===== src/rtl/ll_fifo_pkg.sv =====
// Shared sizing, types and round-robin helpers for the linked-list FIFO scheduler.
// The typedef widths follow the LL_* constants; instance parameters are expected to match them.
package ll_fifo_pkg;

  localparam int LL_WIDTH     = 8;
  localparam int LL_DEPTH     = 4;
  localparam int LL_NUM_FIFOS = 2;
  localparam int LL_SEL_WIDTH = (LL_NUM_FIFOS > 1) ? $clog2(LL_NUM_FIFOS) : 1;
  localparam int LL_CNT_WIDTH = $clog2(LL_DEPTH + 1);

  typedef logic [LL_SEL_WIDTH-1:0] sel_t;
  typedef logic [LL_CNT_WIDTH-1:0] cnt_t;
  typedef logic [LL_NUM_FIFOS-1:0] qmask_t;

  typedef struct packed {
    logic found;
    sel_t idx;
  } pick_t;

  localparam sel_t QUEUE_NONE = '0;

  // First set bit of mask at or above ptr, wrapping; idx is QUEUE_NONE when nothing is set.
  function automatic pick_t rr_pick(qmask_t mask, sel_t ptr);
    pick_t pick;
    int    k;
    pick = '{found: 1'b0, idx: QUEUE_NONE};
    for (int n = 0; n < LL_NUM_FIFOS; n++) begin
      k = (int'(ptr) + n) % LL_NUM_FIFOS;
      if (!pick.found && mask[k]) begin
        pick.found = 1'b1;
        pick.idx   = sel_t'(k);
      end
    end
    return pick;
  endfunction

  function automatic sel_t rr_next(sel_t idx);
    return (int'(idx) == LL_NUM_FIFOS - 1) ? QUEUE_NONE : sel_t'(int'(idx) + 1);
  endfunction

endpackage


===== src/rtl/rr_arbiter.sv =====
// Round-robin arbiter: request mask and priority pointer in, one-hot grant and index out.
module rr_arbiter
  import ll_fifo_pkg::*;
(
  input  logic [LL_NUM_FIFOS-1:0] req_i,
  input  logic [LL_SEL_WIDTH-1:0] ptr_i,
  output logic [LL_NUM_FIFOS-1:0] grant_o,
  output logic                    found_o,
  output logic [LL_SEL_WIDTH-1:0] idx_o
);

  pick_t pick;

  // NOTE: every output of a combinational block gets a default first, so no path leaves it unassigned and no latch is inferred.
  always_comb begin
    pick    = rr_pick(req_i, ptr_i);
    grant_o = '0;
    found_o = pick.found;
    idx_o   = pick.idx;
    if (pick.found) grant_o[pick.idx] = 1'b1;
  end

endmodule


===== src/rtl/ll_fifo_sched.sv =====
// Round-robin push/pop scheduler in front of the shared linked-list FIFO, with per-queue
// occupancy quotas on the push side and a registered valid/ready stream on the pop side.
module ll_fifo_sched
  import ll_fifo_pkg::*;
#(
  parameter int WIDTH     = LL_WIDTH,
  parameter int DEPTH     = LL_DEPTH,
  parameter int NUM_FIFOS = LL_NUM_FIFOS,
  parameter int QUOTA     = DEPTH,
  parameter int SEL_WIDTH = LL_SEL_WIDTH,
  parameter int CNT_WIDTH = LL_CNT_WIDTH
) (
  input  logic                           clk,
  input  logic                           rst_n,
  input  logic [NUM_FIFOS-1:0]           in_valid,
  input  logic [NUM_FIFOS*WIDTH-1:0]     in_data,
  output logic [NUM_FIFOS-1:0]           in_ready,
  output logic                           out_valid,
  input  logic                           out_ready,
  output logic [WIDTH-1:0]               out_data,
  output logic [SEL_WIDTH-1:0]           out_sel,
  output logic                           ll_push,
  output logic                           ll_pop,
  output logic [SEL_WIDTH-1:0]           ll_push_sel,
  output logic [SEL_WIDTH-1:0]           ll_pop_sel,
  output logic [WIDTH-1:0]               ll_data_in,
  input  logic                           ll_full,
  input  logic [NUM_FIFOS-1:0]           ll_empty,
  input  logic [WIDTH-1:0]               ll_data_out,
  output logic [NUM_FIFOS*CNT_WIDTH-1:0] occupancy
);

  sel_t             push_ptr_q, push_ptr_d;
  sel_t             pop_ptr_q, pop_ptr_d;
  cnt_t             cnt_q [NUM_FIFOS];
  cnt_t             cnt_d [NUM_FIFOS];
  logic             out_valid_q, out_valid_d;
  logic [WIDTH-1:0] out_data_q, out_data_d;
  sel_t             out_sel_q, out_sel_d;

  logic [NUM_FIFOS-1:0] push_req, pop_req, push_grant, pop_grant;
  logic                 push_found, pop_found, push_fire, pop_fire;
  sel_t                 push_idx, pop_idx;

  // ll_empty is the registered FIFO state, so a queue pushed this cycle cannot be popped this cycle.
  always_comb begin
    push_req = '0;
    for (int i = 0; i < NUM_FIFOS; i++) begin
      push_req[i] = in_valid[i] & ~ll_full & (cnt_q[i] < cnt_t'(QUOTA));
    end
    pop_req = (~out_valid_q | out_ready) ? ~ll_empty : '0;
  end

  rr_arbiter u_push_arb (
    .req_i  (push_req),
    .ptr_i  (push_ptr_q),
    .grant_o(push_grant),
    .found_o(push_found),
    .idx_o  (push_idx)
  );

  rr_arbiter u_pop_arb (
    .req_i  (pop_req),
    .ptr_i  (pop_ptr_q),
    .grant_o(pop_grant),
    .found_o(pop_found),
    .idx_o  (pop_idx)
  );

  // Gating with rst_n keeps every FIFO-facing strobe low while the FIFO itself is in reset.
  assign push_fire = rst_n & push_found;
  assign pop_fire  = rst_n & pop_found;

  always_comb begin
    in_ready    = push_fire ? push_grant : '0;
    ll_push     = push_fire;
    ll_push_sel = push_fire ? push_idx : QUEUE_NONE;
    ll_data_in  = push_fire ? in_data[int'(push_idx)*WIDTH +: WIDTH] : '0;
    ll_pop      = pop_fire;
    ll_pop_sel  = pop_fire ? pop_idx : QUEUE_NONE;
  end

  always_comb begin
    push_ptr_d  = push_fire ? rr_next(push_idx) : push_ptr_q;
    pop_ptr_d   = pop_fire ? rr_next(pop_idx) : pop_ptr_q;
    out_valid_d = out_valid_q;
    out_data_d  = out_data_q;
    out_sel_d   = out_sel_q;
    if (pop_fire) begin
      out_valid_d = 1'b1;
      out_data_d  = ll_data_out;
      out_sel_d   = pop_idx;
    end else if (out_ready) begin
      out_valid_d = 1'b0;
    end
    for (int i = 0; i < NUM_FIFOS; i++) begin
      cnt_d[i] = cnt_q[i];
      case ({push_fire && (int'(push_idx) == i), pop_fire && (int'(pop_idx) == i)})
        2'b10:   cnt_d[i] = cnt_q[i] + 1'b1;
        2'b01:   cnt_d[i] = cnt_q[i] - 1'b1;
        default: cnt_d[i] = cnt_q[i];
      endcase
    end
  end

  // NOTE: registers take their next value with non-blocking assignments so all of them sample pre-edge values.
  always_ff @(posedge clk or negedge rst_n) begin
    if (!rst_n) begin
      push_ptr_q  <= QUEUE_NONE;
      pop_ptr_q   <= QUEUE_NONE;
      out_valid_q <= 1'b0;
      out_data_q  <= '0;
      out_sel_q   <= QUEUE_NONE;
      // NOTE: the counter array is control state that must track the FIFO, so each element is reset; bulk data storage normally would not be.
      for (int i = 0; i < NUM_FIFOS; i++) cnt_q[i] <= '0;
    end else begin
      push_ptr_q  <= push_ptr_d;
      pop_ptr_q   <= pop_ptr_d;
      out_valid_q <= out_valid_d;
      out_data_q  <= out_data_d;
      out_sel_q   <= out_sel_d;
      for (int i = 0; i < NUM_FIFOS; i++) cnt_q[i] <= cnt_d[i];
    end
  end

  assign out_valid = out_valid_q;
  assign out_data  = out_data_q;
  assign out_sel   = out_sel_q;

  always_comb begin
    occupancy = '0;
    for (int i = 0; i < NUM_FIFOS; i++) occupancy[i*CNT_WIDTH +: CNT_WIDTH] = cnt_q[i];
  end

endmodule


===== config.mk =====
export PLATFORM = sky130hd
export DESIGN_NAME = ll_fifo_sched
export DESIGN_NICKNAME = d
export VERILOG_FILES = /design/src/rtl/ll_fifo_pkg.sv /design/src/rtl/rr_arbiter.sv /design/src/rtl/ll_fifo_sched.sv
export SDC_FILE = /design/constraint.sdc
export NUM_CORES = 1
export LEC_CHECK = 0
export BUFFER_PORTS_ARGS = -buffer_cell sky130_fd_sc_hd__buf_2
export CORE_MARGIN = 3
export CORE_UTILIZATION = 44
export DETAILED_ROUTE_END_ITERATION = 12
export GPL_TIMING_DRIVEN = 0
export PLACE_DENSITY_LB_ADDON = 0.08
export SYNTH_ARGS = -nofsm -noshare
export SYNTH_HDL_FRONTEND = slang
export SYNTH_SLANG_ARGS = --single-unit
export TNS_END_PERCENT = 1

===== constraint.sdc =====
create_clock -name clk -period 2.6 [get_ports clk]
set_clock_uncertainty 0.2 [all_clocks]
set_input_delay 0.13 -clock clk [delete_from_list [all_inputs] [get_ports clk]]
set_output_delay 0.13 -clock clk [all_outputs]
set_load 0.1 [all_outputs]

==> Word-level counts from Yosys, hierarchy flattened <==
Index checks and enable logic that the tools add are counted.
{ "word_totals": {"regBits": 18, "inputBits": 32, "out_inout_bits": 30, "word_cells": 82} }
{ "op_classes": {"addsub": 8, "magnitude_cmp": 8, "eq_ne": 4, "n_shift": 1, "n_mux": 28, "bitwise_logic": 14, "reduce_logical": 12} }
{ "op_table": {"columns": ["cell", "count"], "rows": [
  ["$mux W1", 17],
  ["$shiftx A16 B5 Y8", 1],
  ["$mux W2", 7],
  ["$pmux W3 S2", 2],
  ["$mux W8", 1],
  ["$logic_and A1 B1 Y1", 7],
  ["$add A3 B1 Y3 const B", 2],
  ["$and A1 B1 Y1", 6],
  ["$lt A1 B2 Y1 const B", 3],
  ["$lt A2 B3 Y1 const B", 2],
  ["$lt A3 B3 Y1 const B", 2],
  ["$reduce_bool A2 Y1", 3],
  ["$sub A3 B1 Y3 const B", 2],
  ["$add A1 B1 Y1 const B", 4],
  ["$eq A2 B1 Y1 const B", 2],
  ["$eq A2 B2 Y1 const B", 2],
  ["$not A1 Y1", 4],
  ["$and A1 B1 Y1 const A", 2],
  ["$logic_not A1 Y1", 2],
  ["$not A2 Y2", 1],
  ["$demux W1 S1", 1],
  ["$ge A1 B1 Y1 const B", 1],
  ["$or A1 B1 Y1", 1]
]} }

==> Depth between registers and ports, before layout <==
Gate-level depths: netlist of run 1.
{ "depth": {"ltp_word": 15, "depth_mapped": 11, "depth_no_buf": 9} }

==> Modules after synthesis <==
A second synthesis of run 1 with hierarchy kept.
{ "hier_totals": {"hier_cells": 97, "hier_area_um2": 1043.5} }
{ "modules_own_cells": {"columns": ["module", "instances", "cells_each", "area_per_inst_um2", "seq_area_each_um2"], "rows": [
  ["ll_fifo_sched", 1, 87, 978.4, 450.4],
  ["rr_arbiter", 2, 5, 32.5, 0.0]
]} }

==> Worst setup path after synthesis of run 1 <==
No wires, ideal clock.
{ "synth_path": {"path_kind": "reg-to-reg", "from": "register cnt_q (netlist bit occupancy[2])", "to": "register cnt_q (netlist bit occupancy[2])", "setup_ns": 0.162, "arrival_time_ns": 3.232, "t_required_ns": 2.238, "path_slack_ns": -0.994, "stages_incl_launch_ff": 10, "path_buffers": 1, "period_less_slack_ns": 3.594, "path_cell_list": "dfrtp_1 nand2b_4 buf_6 a21oi_2 nand2_1 ha_1 fa_1 xnor2_1 nor2_1 xor2_1"} }
{ "synth_via": {"elab_chain_len": 12, "elab_cells_between_ends": 20, "classes_between": "add/sub: 2; order compare: 1; eq/ne: 2; mux: 8; bitwise: 3; reduce/logical: 4"} }
{ "synth_rtl": {"columns": ["item", "line_no", "text"], "rows": [
  ["from (decl)", "ll_fifo_sched.sv:35", "cnt_t cnt_q [NUM_FIFOS];"],
  ["$lt A3 B3 Y1 (*)", "ll_fifo_sched.sv:49", "push_req[i] = in_valid[i] & ~ll_full & (cnt_q[i] < cnt_t'(QUOTA));"],
  ["$and A1 B1 Y1 (*)", "ll_fifo_sched.sv:49", null],
  ["$mux W1 (not written as such) (2 in a row)", "ll_fifo_pkg.sv:29", "if (!pick.found && mask[k]) begin"],
  ["$mux W2", "ll_fifo_pkg.sv:29", null],
  ["$logic_not A1 Y1", "ll_fifo_pkg.sv:29", null],
  ["$logic_and A1 B1 Y1", "ll_fifo_pkg.sv:29", null],
  ["$mux W2 (*)", "ll_fifo_pkg.sv:29", null],
  ["$and A1 B1 Y1 (*)", "ll_fifo_sched.sv:71", "assign push_fire = rst_n & push_found;"],
  ["via ll_push", "ll_fifo_sched.sv:22", "output logic ll_push,"],
  ["$logic_and A1 B1 Y1 (*)", "ll_fifo_sched.sv:98", "case ({push_fire && (int'(push_idx) == i), pop_fire && (int'(pop_idx) == i)})"],
  ["$eq A2 B1 Y1 / $eq A2 B2 Y1 (equally long branches)", "ll_fifo_sched.sv:98", null],
  ["$pmux W3 S2 / $reduce_bool A2 Y1 (equally long branches)", null, null]
]} }
The timed path passes the listed nets; every way through them passes the cells marked *. The select of a mux whose other input is x is not followed.
A chain may end at the register's enable or synchronous reset.

==> Worst setup path after layout of run 1 <==
{ "layout_path": {"from": "input port rst_n", "to": "register cnt_q (netlist bit occupancy[5])"} }
{ "layout_via": {"elab_chain_len": 4, "elab_cells_between_ends": 8, "classes_between": "eq/ne: 2; mux: 1; bitwise: 2; reduce/logical: 3"} }
{ "layout_rtl": {"columns": ["item", "line_no", "text"], "rows": [
  ["from (decl)", "ll_fifo_sched.sv:14", "input logic rst_n,"],
  ["$and A1 B1 Y1 (on tied branches)", "ll_fifo_sched.sv:72, ll_fifo_sched.sv:71", null],
  ["$logic_and A1 B1 Y1", "ll_fifo_sched.sv:98", null],
  ["$eq A2 B1 Y1 / $eq A2 B2 Y1 (equally long branches)", "ll_fifo_sched.sv:98", null],
  ["$pmux W3 S2 / $reduce_bool A2 Y1 (equally long branches)", null, null]
]} }
Parallel ways exist; a longest one is shown, timed or not.

==> results of run 1 <==
## worst register-to-register path, stage by stage, from the launching register on
cell	delay, ns
dfrtp_4	0.50
nand2b_4	0.15
buf_6	0.15
o21ai_1	0.28
nand2_1	0.10
ha_2	0.21
fa_2	0.33
xnor2_1	0.12
nor2_1	0.11
xor2_1	0.15
## area by class of cell
cell class                 count  area (sq um)  area share
buffer                         5          52.6      0.0305
multi-input combinational     66           644       0.374
tap                           30          37.5      0.0218
clock buffer                   4          36.3      0.0211
sequential                    18           457       0.265
timing repair buffer          75           445       0.259
inverter                      13          48.8      0.0283
## logic make-up (layout without fill, tap and decap cells)
family | Yosys count | count (layout) | share of synthesized area
adders and majority gates | 4 | 4 | 0.0553
xor gates and xnor gates | 6 | 6 | 0.0447
muxes | 11 | 11 | 0.104
buffers and inverters | 18 | 97 | 0.0862
and+or+nand+nor | 22 | 22 | 0.109
DFF | 18 | 18 | 0.383
AOI/OAI and AO/OA | 23 | 23 | 0.218
## path summary, 6_finish.rpt
kind,start,endpoint,slack [ns],cells after the start
setup / recovery,rst_n,occupancy[5]$_DFFE_PN0P_,0.17,11
hold / removal,ll_empty[1],out_sel$_DFFE_PN0P_,0.04,3
setup reg to reg,occupancy[2]$_DFFE_PN0P_,occupancy[2]$_DFFE_PN0P_,0.22,9
hold reg to reg,occupancy[3]$_DFFE_PN0P_,occupancy[3]$_DFFE_PN0P_,0.31,1
max in group asynchronous,rst_n,occupancy[2]$_DFFE_PN0P_,0.70,3
min in group asynchronous,rst_n,out_data[4]$_DFFE_PN0P_,0.91,3
## metal layers
layer / global-route usage / vias up
li1: - / 520
met3: 0.0468 / 0
met1: 0.219 / 509
met2: 0.326 / 28
met5: 0 / -
met4: 0.0199 / 0
## timing repair
| item | in CTS | in global routing |
|---|---|---|
| setup endpoints to repair | 0 | 0 |
| hold buffers | 14 | 0 |
| hold endpoints to repair | 29 | 0 |
## report_power, final
| part | switching (W) | total (W) | internal [W] |
|---|---|---|---|
| registers | 0.0000687 | 0.000442 | 0.000373 |
| clock network | 0.0000834 | 0.000169 | 0.0000853 |
| logic | 0.000974 | 0.00126 | 0.000285 |
## metrics by stage
stage	hold slack [ns]	cell area (sq um)	total power, W
6_report	0.0364	1720	0.00187
3_3_place_gp	-0.0815	1550	0.00167
3_5_place_dp	-0.0759	1550	0.00169
2_1_floorplan	-0.366	1200	0.00149
4_1_cts	0.0303	1720	0.00189
5_1_grt	0.0397	1720	0.00196
## placed cells by master (no fill, tap or decap), types with 2 or more instances in the layout
| cell | synthesis | final |
|---|---|---|
| buf_6 | 2 | 2 |
| a2111oi_2 | 7 | 7 |
| clkbuf_4 | 0 | 3 |
| a31o_1 | 8 | 8 |
| buf_2 | 2 | 63 |
| nor3_1 | 2 | 2 |
| xor2_1 | 3 | 3 |
| nor2_1 | 4 | 4 |
| inv_1 | 13 | 13 |
| o31ai_1 | 2 | 2 |
| dfrtp_2 | 0 | 2 |
| nor2b_1 | 2 | 2 |
| mux2_2 | 9 | 9 |
| xnor2_1 | 3 | 3 |
| dlygate4sd3_1 | 0 | 14 |
| nand2_1 | 6 | 6 |
| dfrtp_1 | 18 | 15 |
## registers in the layout, summed over array words and instances, names as in the netlist
signal	flops
out_data	8
occupancy	6
out_sel	1
out_valid	1
pop_ptr_q	1
push_ptr_q	1
==> metrics.md, run 1 <==
| Metric | Value |
|---|---|
| Status | `completed` |
| Avg Cell Area, Syn | `11.5 sq um` |
| Post-synth top area share | `0.383` |
| Final Hold Vio Count | `0` |
| WL final | `between 2000 and 3000 um` |
| Peak supply drop | `0.830 mV` |
| Post-route ant nets | `0` |
| Sum Neg Setup Slack | `0 ns` |
| Distinct cells, synth | `32` |
| WL met3 | `174 um` |
| FMAX | `between 400 and 500 MHz` |
| Yosys top cell by area | `dfrtp_1` |
| Pre-CTS setup slack | `between 0.02 and 0.03 ns` |
| Hold WC Path Type | `in -> reg` |
| RSZ-0062 raised after global routing | `false` |
| Cts repair resizes | `0` |
| Tcrit/Tclk final | `0.933` |
| DRT Pass-1 Iters | `4` |
| Async SR Flop Fraction | `1.00` |
| Bufs and invs on worst path | `4` |
| DR vias/cell | `between 5 and 6` |
| Critical Path RT | `approximately 2.6 ns` |
| Antenna cell count | `0` |
| Worst Setup Slack, final | `between 0.15 and 0.2 ns` |
| Routed len/inst | `~14 um` |
| Max H-tree Level | `1` |
| Slew HR | `0.456` |
| Largest net degree at the start of global routing | `19` |
| Total CTS buffers | `3` |
| Initial Utilization | `0.470` |
| Pleak | `0.836 nW` |
| Placed Cells | `between 150 and 200` |
| Routed wl met2 | `roughly 1500 um` |
| Die W | `a little under 60 um` |
| CTS Sinks | `18` |
| Total I/O pin count | `62` |
| GRT overflow | `0` |
| Count leader, synth | `dfrtp_1` |
| Worst-path clk slew | `around 0.1 ns` |
| CTS Root Cell | `clkbuf_4` |
| Residual DRC | `0` |
| Count of input and output buffers | `61` |
| Uppermost layer routed | `met3` |
| Clock latency on the worst-skew pair | `between 0.2 and 0.3 ns` |
| Core area | `between 2000 and 2500 sq um` |
| Initial DRC count | `45` |
| Max cap viols | `0` |
| Crit path time final | `approximately 2.4 ns` |
| Slowest cell on crit path | `dlygate4sd3_1` |
| Dominant synthesized flop cell | `dfrtp_1` |
| Worst Setup Start Kind | `input port` |
| Vias | `1057` |
| Die Y | `57.7 um` |
| Placement Rows | `18` |
| Max incr delay on CP | `~0.52 ns` |
| CTS tree | `done` |
| Crit path max-delay family | `buffers and inverters` |
| CP max FO | `6` |
| Number of synthesized flops with an enable pin | `0` |
| CP endpoint kind | `register` |
| Cell Count, Final, Fillers Out | `211` |
| Worst Setup Path Type | `in -> reg` |
| Final Slew Violations | `0` |
| Largest cells by area after synthesis | `dfrtp_1 (38%), a2111oi_2 (8.9%), mux2_2 (8.6%)` |
| CP arrival | `about 2.4 ns` |
| GP Congestion | `between 0.7 and 0.8` |
| Layout area overhead | `46.4%` |
| Vias in the first global route | `roughly 1100` |
| First-pass GRT wire length | `4760 um` |
| Seq/Total Area, Yosys | `0.383` |
| HPWL after DPL | `~2100 um` |
| Critical path, cell by cell | `dlygate4sd3_1, buf_2, inv_1, nor3_1, o21a_4, ha_1, inv_1, fa_1, xor2_1, nor2_1, xor2_1` |
| Fillcell total | `190` |
| Core Util, Final | `0.689` |
| Clock tree buffer depth | `2` |
| Setup Fix Bufs, Post-CTS | `0` |
| Synthesized flop and latch total | `18` |
| Layout cells sized above 1 | `0.547` |
| Cell area after synthesis | `between 1000 and 1500 sq um` |
| Synth warnings | `0` |
| Die ar. | `3330 sq um` |
| Syn Nets | `~140` |
| WL met1 | `about 1200 um` |
| Initial antenna violation count | `0` |
| Setup-failing EPs final | `0` |
| Slew @ Worst Pin | `roughly 0.8 ns` |
| Top cell types by occurrence after synthesis | `dfrtp_1 (18), inv_1 (13), mux2_2 (9)` |
| Mapped Cells | `102` |
| Nets | `around 220` |
| P per Cell Area | `roughly 1100 nW/um^2` |
| GRT Util Overall | `0.179` |
(Power assumes the default switching activity.)
==> run 2, diff against run 1 <==
CORE_ASPECT_RATIO = 1.1   (was default)
==> run 2 against run 1 <==
  * Hold slack improved by 0.11 ns
  * Combinational power hardly changed
  * Clock-buffer cell count did not move
  * Sequential cell count unchanged
  * Wire length down 6.0%
  * Sequential share of layout area about the same
  * Cell count grew 0.47%
  * Sequential power about the same
  * Via count is 2.3% lower
  * Worst setup slack worse by 0.018 ns
  * Critical path type unchanged
  * Largest power group unchanged
==> metrics.md, run 2 (synthesis gave the netlist of run 1 again) <==
| Metric | Value |
|---|---|
| Status | `completed` |
| Initial DRC count | `38 (-16%)` |
| WL final | `2710 um (-6.0%)` |
| Cell Count, Final, Fillers Out | `212 (+0.47%)` |
| Vias | `1033 (-2.3%)` |
| Max H-tree Level | `1 (unchanged)` |
| Reg2reg end | `occupancy[2]$_DFFE_PN0P_` |
| Die W | `55.3 um (-4.2%)` |
| Worst Setup Start Kind | `input port` |
| Vias in the first global route | `1044 (-3.7%)` |
| Tcrit/Tclk final | `0.940 (+0.00681)` |
| CTS Sinks | `18 (unchanged)` |
| GRT Util Overall | `0.169 (-0.0101)` |
| Clock latency on the worst-skew pair | `0.29 ns (about the same)` |
| HPWL after DPL | `2050 um (-4.5%)` |
| Slew @ Worst Pin | `0.806 ns (-0.00719 ns)` |
| P per Cell Area | `1080 nW/um^2 (-0.15%)` |
| Post-route ant nets | `0 (unchanged)` |
| Hold WC Path Type | `in -> reg` |
| Most frequent cells in the layout | `buf_2 (63), dfrtp_1 (15), dlygate4sd3_1 (14)` |
| CTS Root Cell | `clkbuf_4` |
| RSZ-0062 raised after global routing | `false` |
| GP Congestion | `0.838 (+15%)` |
| Worst Setup Path Type | `in -> reg` |
| Antenna cell count | `0 (unchanged)` |
| Final Slew Violations | `0 (unchanged)` |
| Die Y | `60.2 um (+4.4%)` |
| Hold path depth | `4 (+1)` |
| Pre-CTS setup slack | `0.0146 ns (-0.0110 ns)` |
| CTS tree | `done` |
| Die ar. | `3330 sq um (about the same)` |
| Total CTS buffers | `3 (unchanged)` |
| Clock tree buffer depth | `2 (unchanged)` |
| DR vias/cell | `4.87 (-2.7%)` |
| Peak supply drop | `0.927 mV (+12%)` |
| GRT overflow | `0 (unchanged)` |
| Min-Delay Startpoint | `ll_full` |
| Initial Utilization | `0.467 (-0.00374)` |
| DRT Pass-1 Iters | `5 (+1)` |
| Worst hold slack | `0.147 ns (+0.111 ns)` |
| Critical Path RT | `2.61 ns (about the same)` |
| Reg-to-Reg Start | `occupancy[2]$_DFFE_PN0P_` |
| Initial antenna violation count | `0 (unchanged)` |
| Worst Setup Slack, final | `0.155 ns (-0.0177 ns)` |
| Largest net degree at the start of global routing | `19 (unchanged)` |
| Residual DRC | `0 (unchanged)` |
| First-pass GRT wire length | `4480 um (-5.9%)` |
| CP arrival | `2.46 ns (+0.02 ns)` |
| Nets | `218 (unchanged)` |
| R2R depth | `9 (unchanged)` |
| Total I/O pin count | `62 (unchanged)` |
| Max cap viols | `0 (unchanged)` |
| Reg2Reg Setup Slack | `0.19 ns (-0.03 ns)` |
| Placed cell area | `1550 sq um (about the same)` |
| Worst Hold Path EP | `push_ptr_q$_DFFE_PN0P_` |
| Most common cell after layout, fill and taps aside | `buf_2` |
| Layout cells sized above 1 | `0.547 (unchanged)` |
| CP max FO | `6 (unchanged)` |
| Layout area overhead | `46.5% (about the same)` |
| Core area | `2520 sq um (+0.80%)` |
| Worst-path clk slew | `0.10 ns (about the same)` |
| Slew HR | `0.461 (+0.00481)` |
| Setup-failing EPs final | `0 (unchanged)` |
| Max reg flops | `8 (unchanged)` |
| CP endpoint kind | `register` |
| FMAX | `409 MHz (-0.72%)` |
| Crit path time final | `2.44 ns (+0.0177 ns)` |
| Pleak | `0.836 nW (about the same)` |
| Placement Rows | `19 (+1)` |
| Count of input and output buffers | `61 (unchanged)` |
| Final Hold Vio Count | `0 (unchanged)` |
| Placed Cells | `194 (+0.52%)` |
| Routed len/inst | `12.8 um (-6.4%)` |
| Finished Cell Area | `1720 sq um (about the same)` |
[run 2: cell type report]
class / instances / area, sq um
inverters: 13 / 48.8
fillers: 195 / 797
flip-flops and latches: 18 / 457
clock buffers: 4 / 36.3
well taps: 31 / 38.8
multi-input cells: 66 / 644
repair buffers: 75 / 445
plain buffers: 5 / 52.6
[run 2: how the worst max path moves through the flow]
| stage | slack (ns) | cells after the start | end | startpoint |
|---|---|---|---|---|
| 2_1_floorplan | -0.27 | 9 | occupancy[2]$_DFFE_PN0P_ | occupancy[2]$_DFFE_PN0P_ |
| 3_3_place_gp | 0.1 | 10 | occupancy[5]$_DFFE_PN0P_ | rst_n |
| 3_5_place_dp | 0.01 | 10 | occupancy[5]$_DFFE_PN0P_ | rst_n |
| 4_1_cts | 0.16 | 11 | occupancy[5]$_DFFE_PN0P_ | rst_n |
| 5_1_grt | 0.07 | 9 | occupancy[2]$_DFFE_PN0P_ | occupancy[2]$_DFFE_PN0P_ |
| 6_report | 0.16 | 11 | occupancy[5]$_DFFE_PN0P_ | rst_n |
[run 2: through the flow]
| stage | power, W | util | setup TNS, ns |
|---|---|---|---|
| after floorplan | 0.00149 | - | -0.986 |
| after global placement | 0.00167 | 0.614 | 0 |
| after detailed placement | 0.00169 | 0.614 | 0 |
| after CTS | 0.00189 | 0.684 | 0 |
| after global routing | 0.00196 | 0.684 | 0 |
| final | 0.00187 | 0.684 | 0 |
[run 2: power breakdown]
group | internal (W) | switching, W | total [W]
clock network | 0.0000852 | 0.0000832 | 0.000168
registers | 0.000373 | 0.0000664 | 0.000440
logic | 0.000285 | 0.000976 | 0.00126
total | 0.000743 | 0.00113 | 0.00187
[run 2: layer usage]
layer / vias to the layer above / wire length (um) / global-route usage
li1: 522 / - / -
met1: 467 / 1140 / 0.185
met2: 42 / 1370 / 0.316
met3: 2 / 181 / 0.0389
met4: 0 / 17 / 0.0729
met5: - / 0 / 0
[run 2: what timing repair did]
action	4_1_cts	5_1_grt
gates resized for setup	0	0
setup buffers	0	0
hold endpoints to repair	29	0
hold buffers	14	0
[run 2: worst max-delay path: stages]
cell and delay (ns):
dlygate4sd3_1 0.53, buf_2 0.18, inv_1 0.09, nor3_1 0.30
o21a_4 0.19, ha_1 0.18, inv_1 0.06, fa_1 0.38
xor2_1 0.15, nor2_1 0.11, xor2_1 0.16
